`src/rtl/bcd_pkg.sv`:
```
// Shared BCD definitions for the BCD counter family.
// Contents: digit width, the largest legal digit value, the legal digit-count range,
// a digit type, and helpers that detect and clamp out-of-range digits.
package bcd_pkg;

    localparam int unsigned BCD_W    = 4;
    localparam int unsigned NDIG_MIN = 1;
    localparam int unsigned NDIG_MAX = 8;

    typedef logic [BCD_W-1:0] bcd_digit_t;

    localparam bcd_digit_t BCD_MAX = 4'd9;

    // A 4-bit code above 9 is not a valid BCD digit.
    function automatic logic bcd_invalid(input bcd_digit_t d);
        return (d > BCD_MAX);
    endfunction

    // Out-of-range load digits are stored as 9.
    function automatic bcd_digit_t bcd_clamp(input bcd_digit_t d);
        return bcd_invalid(d) ? BCD_MAX : d;
    endfunction

endpackage

```
`src/rtl/bcd_updown_counter_n_if.sv`:
```
// Control/data bundle for bcd_updown_counter_n.
// Signals:
//   en, up, load, load_val : driven by the master (user logic)
//   digits, tc, load_err, is_zero : driven by the slave (the counter)
// load_val/digits pack digit 0 in bits [3:0].
interface bcd_updown_counter_n_if #(
    parameter int unsigned NDIG = 4
);
    logic              en;
    logic              up;
    logic              load;
    logic [4*NDIG-1:0] load_val;
    logic [4*NDIG-1:0] digits;
    logic              tc;
    logic              load_err;
    logic              is_zero;

    modport master (
        output en, up, load, load_val,
        input  digits, tc, load_err, is_zero
    );

    modport slave (
        input  en, up, load, load_val,
        output digits, tc, load_err, is_zero
    );
endinterface

```
`src/rtl/bcd_digit_cell.sv`:
```
// Single registered BCD digit with parallel load and carry/borrow-gated stepping.
// Ports:
//   clock, rst : clock, synchronous active-high reset (digit -> 0)
//   i_inc      : count-up request for the whole counter this cycle
//   i_dec      : count-down request for the whole counter this cycle
//   i_load     : load i_ld_val (clamped to 9); has priority over stepping
//   i_ld_val   : load digit
//   i_max_in   : carry-in, all lower digits are at 9
//   i_min_in   : borrow-in, all lower digits are at 0
//   o_digit    : registered digit
//   o_at_max   : digit is 9
//   o_at_min   : digit is 0
module bcd_digit_cell
    import bcd_pkg::*;
(
    input  logic       clock,
    input  logic       rst,
    input  logic       i_inc,
    input  logic       i_dec,
    input  logic       i_load,
    input  bcd_digit_t i_ld_val,
    input  logic       i_max_in,
    input  logic       i_min_in,
    output bcd_digit_t o_digit,
    output logic       o_at_max,
    output logic       o_at_min
);

    bcd_digit_t r_digit;
    bcd_digit_t w_digit_next;

    always_comb begin
        w_digit_next = r_digit;
        if (i_load) begin
            w_digit_next = bcd_clamp(i_ld_val);
        end else if (i_inc && i_max_in) begin
            w_digit_next = (r_digit >= BCD_MAX) ? '0 : r_digit + 4'd1;
        end else if (i_dec && i_min_in) begin
            w_digit_next = (r_digit == '0) ? BCD_MAX : r_digit - 4'd1;
        end
    end

    always_ff @(posedge clock) begin
        if (rst) begin
            r_digit <= '0;
        end else begin
            r_digit <= w_digit_next;
        end
    end

    assign o_digit  = r_digit;
    assign o_at_max = (r_digit == BCD_MAX);
    assign o_at_min = (r_digit == '0);

endmodule

```
`src/rtl/bcd_updown_counter_n.sv`:
```
// NDIG-digit BCD up/down counter with parallel load, wrap or saturate at the limits.
// Parameters:
//   NDIG     : number of BCD digits (1..8)
//   SATURATE : 0 wraps at 0/all-9s, 1 holds at the limits
// Ports:
//   clock, rst : clock, synchronous active-high reset
//   bus        : slave side of bcd_updown_counter_n_if
//                (en, up, load, load_val in; digits, tc, load_err, is_zero out)
// Priority per clock: rst, load, en. tc and load_err are registered one-cycle pulses;
// is_zero is combinational from the digit registers.
module bcd_updown_counter_n
    import bcd_pkg::*;
#(
    parameter int unsigned NDIG     = 4,
    parameter int unsigned SATURATE = 0
) (
    input  logic                         clock,
    input  logic                         rst,
    bcd_updown_counter_n_if.slave        bus
);

    if (NDIG < NDIG_MIN || NDIG > NDIG_MAX) begin : g_bad_ndig
        $error("bcd_updown_counter_n: NDIG out of range");
    end

    logic [NDIG:0]   w_carry;   // w_carry[k]: digits 0..k-1 all at 9
    logic [NDIG:0]   w_borrow;  // w_borrow[k]: digits 0..k-1 all at 0
    logic [NDIG-1:0] w_at_max;
    logic [NDIG-1:0] w_at_min;
    logic            w_all_max;
    logic            w_all_min;
    logic            w_step;
    logic            w_inc;
    logic            w_dec;
    logic            w_any_bad;
    logic            w_tc_next;
    logic            w_load_err_next;
    logic            r_tc;
    logic            r_load_err;

    assign w_carry[0]  = 1'b1;
    assign w_borrow[0] = 1'b1;

    for (genvar k = 0; k < NDIG; k++) begin : g_digit
        bcd_digit_cell u_cell (
            .clock    (clock),
            .rst      (rst),
            .i_inc    (w_inc),
            .i_dec    (w_dec),
            .i_load   (bus.load),
            .i_ld_val (bus.load_val[4*k +: 4]),
            .i_max_in (w_carry[k]),
            .i_min_in (w_borrow[k]),
            .o_digit  (bus.digits[4*k +: 4]),
            .o_at_max (w_at_max[k]),
            .o_at_min (w_at_min[k])
        );

        assign w_carry[k+1]  = w_carry[k] & w_at_max[k];
        assign w_borrow[k+1] = w_borrow[k] & w_at_min[k];
    end

    assign w_all_max = w_carry[NDIG];
    assign w_all_min = w_borrow[NDIG];

    // Load beats en; in saturate mode a step at the limit is suppressed but still flags tc.
    assign w_step = bus.en & ~bus.load;
    assign w_inc  = w_step &  bus.up & ~((SATURATE != 0) & w_all_max);
    assign w_dec  = w_step & ~bus.up & ~((SATURATE != 0) & w_all_min);

    always_comb begin
        w_any_bad = 1'b0;
        for (int k = 0; k < NDIG; k++) begin
            w_any_bad = w_any_bad | bcd_invalid(bus.load_val[4*k +: 4]);
        end
    end

    assign w_tc_next       = w_step & (bus.up ? w_all_max : w_all_min);
    assign w_load_err_next = bus.load & w_any_bad;

    always_ff @(posedge clock) begin
        if (rst) begin
            r_tc       <= 1'b0;
            r_load_err <= 1'b0;
        end else begin
            r_tc       <= w_tc_next;
            r_load_err <= w_load_err_next;
        end
    end

    assign bus.tc       = r_tc;
    assign bus.load_err = r_load_err;
    assign bus.is_zero  = w_all_min;

endmodule
```
`src/flat_wrapper.sv`:
```
// flat-port wrapper written by rule: the top's interface ports become plain ports
module bcd_updown_counter_n_flat import bcd_pkg::*;
#(
    parameter int unsigned NDIG     = 4,
    parameter int unsigned SATURATE = 0
)
  (clock, rst, bus_en, bus_up, bus_load, bus_load_val, bus_digits, bus_tc, bus_load_err, bus_is_zero);
  bcd_updown_counter_n_if #(.NDIG(NDIG)) bus_i ();
  input  logic clock;
  input  logic rst;
  input wire logic [$bits(bus_i.en)-1:0] bus_en;
  input wire logic [$bits(bus_i.up)-1:0] bus_up;
  input wire logic [$bits(bus_i.load)-1:0] bus_load;
  input wire logic [$bits(bus_i.load_val)-1:0] bus_load_val;
  output wire logic [$bits(bus_i.digits)-1:0] bus_digits;
  output wire logic [$bits(bus_i.tc)-1:0] bus_tc;
  output wire logic [$bits(bus_i.load_err)-1:0] bus_load_err;
  output wire logic [$bits(bus_i.is_zero)-1:0] bus_is_zero;
  assign bus_i.en = bus_en;
  assign bus_i.up = bus_up;
  assign bus_i.load = bus_load;
  assign bus_i.load_val = bus_load_val;
  assign bus_digits = bus_i.digits;
  assign bus_tc = bus_i.tc;
  assign bus_load_err = bus_i.load_err;
  assign bus_is_zero = bus_i.is_zero;
  bcd_updown_counter_n #(.NDIG(NDIG), .SATURATE(SATURATE)) u_core (.clock(clock), .rst(rst), .bus(bus_i));
endmodule
```
`config.mk`:
```
export PLATFORM = sky130hd
export DESIGN_NAME = bcd_updown_counter_n_flat
export DESIGN_NICKNAME = d
export VERILOG_FILES = /design/src/rtl/bcd_pkg.sv /design/src/rtl/bcd_updown_counter_n_if.sv /design/src/rtl/bcd_digit_cell.sv /design/src/rtl/bcd_updown_counter_n.sv /design/src/flat_wrapper.sv
export SDC_FILE = /design/constraint.sdc
export NUM_CORES = 1
export LEC_CHECK = 0
export CORE_MARGIN = 2
export CORE_UTILIZATION = 50
export DETAILED_ROUTE_END_ITERATION = 16
export PLACE_DENSITY = 0.84
export SETUP_SLACK_MARGIN = 0.2
export SLEW_MARGIN = 20
export SYNTH_ARGS = -nofsm -noshare
export SYNTH_HDL_FRONTEND = slang
export SYNTH_SLANG_ARGS = --single-unit
export TNS_END_PERCENT = 100
```
`constraint.sdc`:
```
create_clock -name clock -period 3.68 [get_ports clock]
set_clock_uncertainty 0.15 [all_clocks]
set_input_delay 0.368 -clock clock [delete_from_list [all_inputs] [get_ports clock]]
set_output_delay 0.368 -clock clock [all_outputs]
set_load 0.05 [all_outputs]
```
==> results.txt <==
----------------------------------------------------
[Synth]
  Fraction of the mapped netlist area in adder cells ... 0.109
  Cell area after synthesis ... about 1800 µm²
  Number of nets produced by synthesis ... between 200 and 300
  Top_reg_cell synth ... sky130_fd_sc_hd__dfxtp_1
  Synthesis-stage register bit count ... 18
  Synth Warn # ... 0
  Main combinational cell family by area after synthesis ... simple AND/OR/NAND/NOR gates
  Seq/Total Area, Yosys ... 0.196
  Yosys cell types ... 56
  Mux contribution to synthesized area ... 0.0116
  Cells after Synth ... about 240
  Synthesized area divided by synthesized cell count ... around 7.8 µm²
  EDFF count, synth ... 0
  Post-synthesis share of cell area spent on xor and xnor gates ... 0.0143
  Synth Area in Simple Gates ... 0.297
  Async S/R FF share, synth ... 0
  Share of the synthesized area in compound gates (AO/OA/AOI/OAI) ... 0.295

[Clocking]
  H-tree level count ... 1
  Root Driver ... sky130_fd_sc_hd__clkbuf_8
  Max Buffers Root-to-Sink ... 2
  Post-CTS setup buffers ... 0
  Clock input transition at the sequential cells of the worst setup and hold paths ... about 80 ps
  Clock latency on the worst-skew pair ... about 260 ps
  CTS tree ... done
  CTS Buf Count ... 3
  Clock net sink count ... 18
  Total of cells resized after clock tree synthesis ... 0
  Hold-fix buffer count after cts ... 0

[Timing]
  Hold slack ... ~440 ps
  Final setup violation count ... 0
  Portion of the clock cycle consumed by the worst path in the final layout ... 0.895
  Min Clock Period, post-route ... approximately 3300 ps
  Number of hold-slack violations in the final timing report ... 0
  Upper clock frequency limit ... around 0.30 GHz
  Slew at the pin closest to its max-slew limit ... 803 ps
  Max-Slew Margin vs Limit ... 0.463
  Number of slew-limit violations in the final report ... 0
  Setup repair after global routing missed its margin ... false
  Setup Total Neg Slack ... 0 ps

[Setup path]
  Crit path max-delay cell type ... sky130_fd_sc_hd__clkdlybuf4s50_1
  Ordered cell list for the critical path ... inv_1 > ha_1 > nor3b_1 > and3_1 > nand2_1 > nor2_1 > clkdlybuf4s50_1
  Worst EP arrival ... roughly 2800 ps
  CP peak stage delay ... between 800 and 900 ps
  Critical path startpoint category ... flop
  Top Family by Delay on Critical Path ... simple AND/OR/NAND/NOR gates
  Worst Setup Path Type ... reg -> out
  Start of the worst register-to-register path ... u_core.g_digit[0].u_cell.o_digit[0]
  Crit. End Element ... primary output
  Worst EP required ... 3160 ps
  Worst setup startpoint ... u_core.g_digit[1].u_cell.o_digit[0]
  Largest driver fanout on the critical path ... 9
  Count of buffering cells on the critical path with inverters included ... 2

[Power and ir drop]
  Overall power consumption ... 0.000715 W
  Pwr per Cell Area ... roughly 310 nW/µm²
  Highest ir drop seen on vdd ... about 0.00025 V
  Leakage component of the power ... around 0.87 nW

[GRT]
  Initial antenna violation count ... 0
  All-layer global routing usage ... 0.229
  Global-route wire length before repair ... around 7900 µm
  Pin count of the biggest net entering global routing ... 22
  GRT Residual Overflow ... 0
  Number of global-route vias before repair ... roughly 1700

[Floorplan]
  I/O pin count ... 40
  Number of rows created at floorplan ... 22
  DIE WIDTH ... ~65 µm
  Core Area ... roughly 3600 µm²
  Floorplan die area ... approximately 4200 µm²
  Die height ... about 65 µm
  Initial cell density of the core ... 0.510

[Routing]
  WL per Instance ... 14.4 µm
  Iteration-0 DRC Markers ... around 170
  Final WL ... 4560 µm
  Number of vias after detailed routing ... ~1900
  Antenna viol nets, final ... 0
  Post-detailed-route via-to-cell ratio ... ~6.0
  Count of unresolved DRC violations after routing ... 0
  Iteration count of the initial detailed-routing pass ... 5

[Placement]
  Final Wtd Congestion ... a little under 0.9
  IO Port Bufs ... 39
  Number of cells after detailed placement ... between 300 and 400
  Half-perimeter wire length of the detailed placement result ... between 3000 and 4000 µm

[Layout]
  Diode count ... 0
  Final instance count without filler cells ... approximately 320
  Fraction of layout instances using a drive strength above 1 ... 0.0821
  Area delta synth->final ... 24.3%
  # nets final ... approximately 310

[Flow run]
  Count of maximum capacitance violations ... 0

[Min path]
  Critical hold path startpoint ... u_core.g_digit[3].u_cell.o_digit[1]
  Kind of path behind the tightest hold check ... reg -> reg

[Run status]
  Result of the run ... finished clean

----------------------------------------------------
final timing paths:
kind,slack (ps),cells past startpoint,endpoint
worst max-delay path,390,7,bus_is_zero
worst min-delay path,440,2,u_core.g_digit[3].u_cell.o_digit[1]
worst max register to register,1290,6,u_core.g_digit[2].u_cell.o_digit[3]
worst min register to register,440,2,u_core.g_digit[3].u_cell.o_digit[1]
cells in the final DEF (no fill, tap or decap), types with 6 or more instances in the layout:
master,n
sky130_fd_sc_hd__nor2b_1,6
sky130_fd_sc_hd__nor2_1,21
sky130_fd_sc_hd__dfxtp_1,18
sky130_fd_sc_hd__nor3_1,7
sky130_fd_sc_hd__o31ai_1,7
sky130_fd_sc_hd__inv_1,18
sky130_fd_sc_hd__a21oi_1,15
sky130_fd_sc_hd__clkdlybuf4s50_1,39
sky130_fd_sc_hd__nand2_1,14
sky130_fd_sc_hd__ha_1,16
sky130_fd_sc_hd__nor3b_1,8
sky130_fd_sc_hd__o21ai_0,14
per-stage QoR:
stage          cell area [µm²]  worst slack (ps)   util
6_report                  2280               387  0.634
5_1_grt                   2280               211  0.634
4_1_cts                   2280               399  0.634
3_5_place_dp              2230               675  0.618
3_3_place_gp              2230               825  0.618
2_1_floorplan             1840               938      -
power breakdown:
group | switching, W | total (W) | internal (W)
combinational | 0.000173 | 0.000300 | 0.000128
sequential | 0.0000357 | 0.000247 | 0.000211
clock | 0.0000725 | 0.000168 | 0.0000952
total | 0.000281 | 0.000715 | 0.000434
layer usage:
| metal | GRT usage | share of wire | up-vias |
|---|---|---|---|
| met3 | 0.0434 | 0.055 | 0 |
| li1 | - | - | 932 |
| met5 | 0 | 0 | - |
| met4 | 0.0372 | 0 | 0 |
| met2 | 0.391 | 0.48 | 70 |
| met1 | 0.305 | 0.47 | 887 |
worst min-delay path, delay by kind of cell (launching register included):
| family | cells | cell delay [ps] |
|---|---|---|
| AOI/OAI and AO/OA | 1 | 50 |
| and+or+nand+nor | 1 | 120 |
| DFF | 1 | 370 |
state kept, by name (all words and copies together) (netlist names):
| register | cells |
|---|---|
| u_core.g_digit.u_cell.o_digit | 16 |
| u_core.bus.load_err | 1 |
| u_core.bus.tc | 1 |
cell type report:
cell class	count	area (µm²)
Sequential cell	18	360
Inverter	18	67.6
Multi-Input combinational cell	187	1340
Tap cell	48	60.1
Timing Repair Buffer	41	405
Clock buffer	4	55.1
Fill cell	301	1320
Yosys cell counts (4+ instances only):
cell                        n  area [µm²]
sky130_fd_sc_hd__a21oi_1   15        75.1
sky130_fd_sc_hd__a311oi_1   5        43.8
sky130_fd_sc_hd__a31oi_1    4        25.0
sky130_fd_sc_hd__buf_2      5        25.0
sky130_fd_sc_hd__clkbuf_1   6        22.5
sky130_fd_sc_hd__dfxtp_1   18         360
sky130_fd_sc_hd__ha_1      16         200
sky130_fd_sc_hd__inv_1     18        67.6
sky130_fd_sc_hd__nand2_1   14        52.6
sky130_fd_sc_hd__nand2b_1   5        31.3
sky130_fd_sc_hd__nand3_1    5        25.0
sky130_fd_sc_hd__nor2_1    21        78.8
sky130_fd_sc_hd__nor2b_1    6        37.5
sky130_fd_sc_hd__nor3_1     7        35.0
sky130_fd_sc_hd__nor3b_1    8        60.1
sky130_fd_sc_hd__o21ai_0   14        70.1
sky130_fd_sc_hd__o21bai_1   5        37.5
sky130_fd_sc_hd__o31ai_1    7        52.6
kinds of logic (layout without fill, tap and decap cells):
| kind of cell | Yosys count | in the layout |
|---|---|---|
| and+or+nand+nor | 88 | 88 |
| xor gates and xnor gates | 3 | 3 |
| AOI/OAI and AO/OA | 78 | 78 |
| buffers and inverters | 32 | 63 |
| DFF | 18 | 18 |
| adders and majority gates | 16 | 16 |
| muxes | 2 | 2 |
Power figures use the tool's default switching activity.
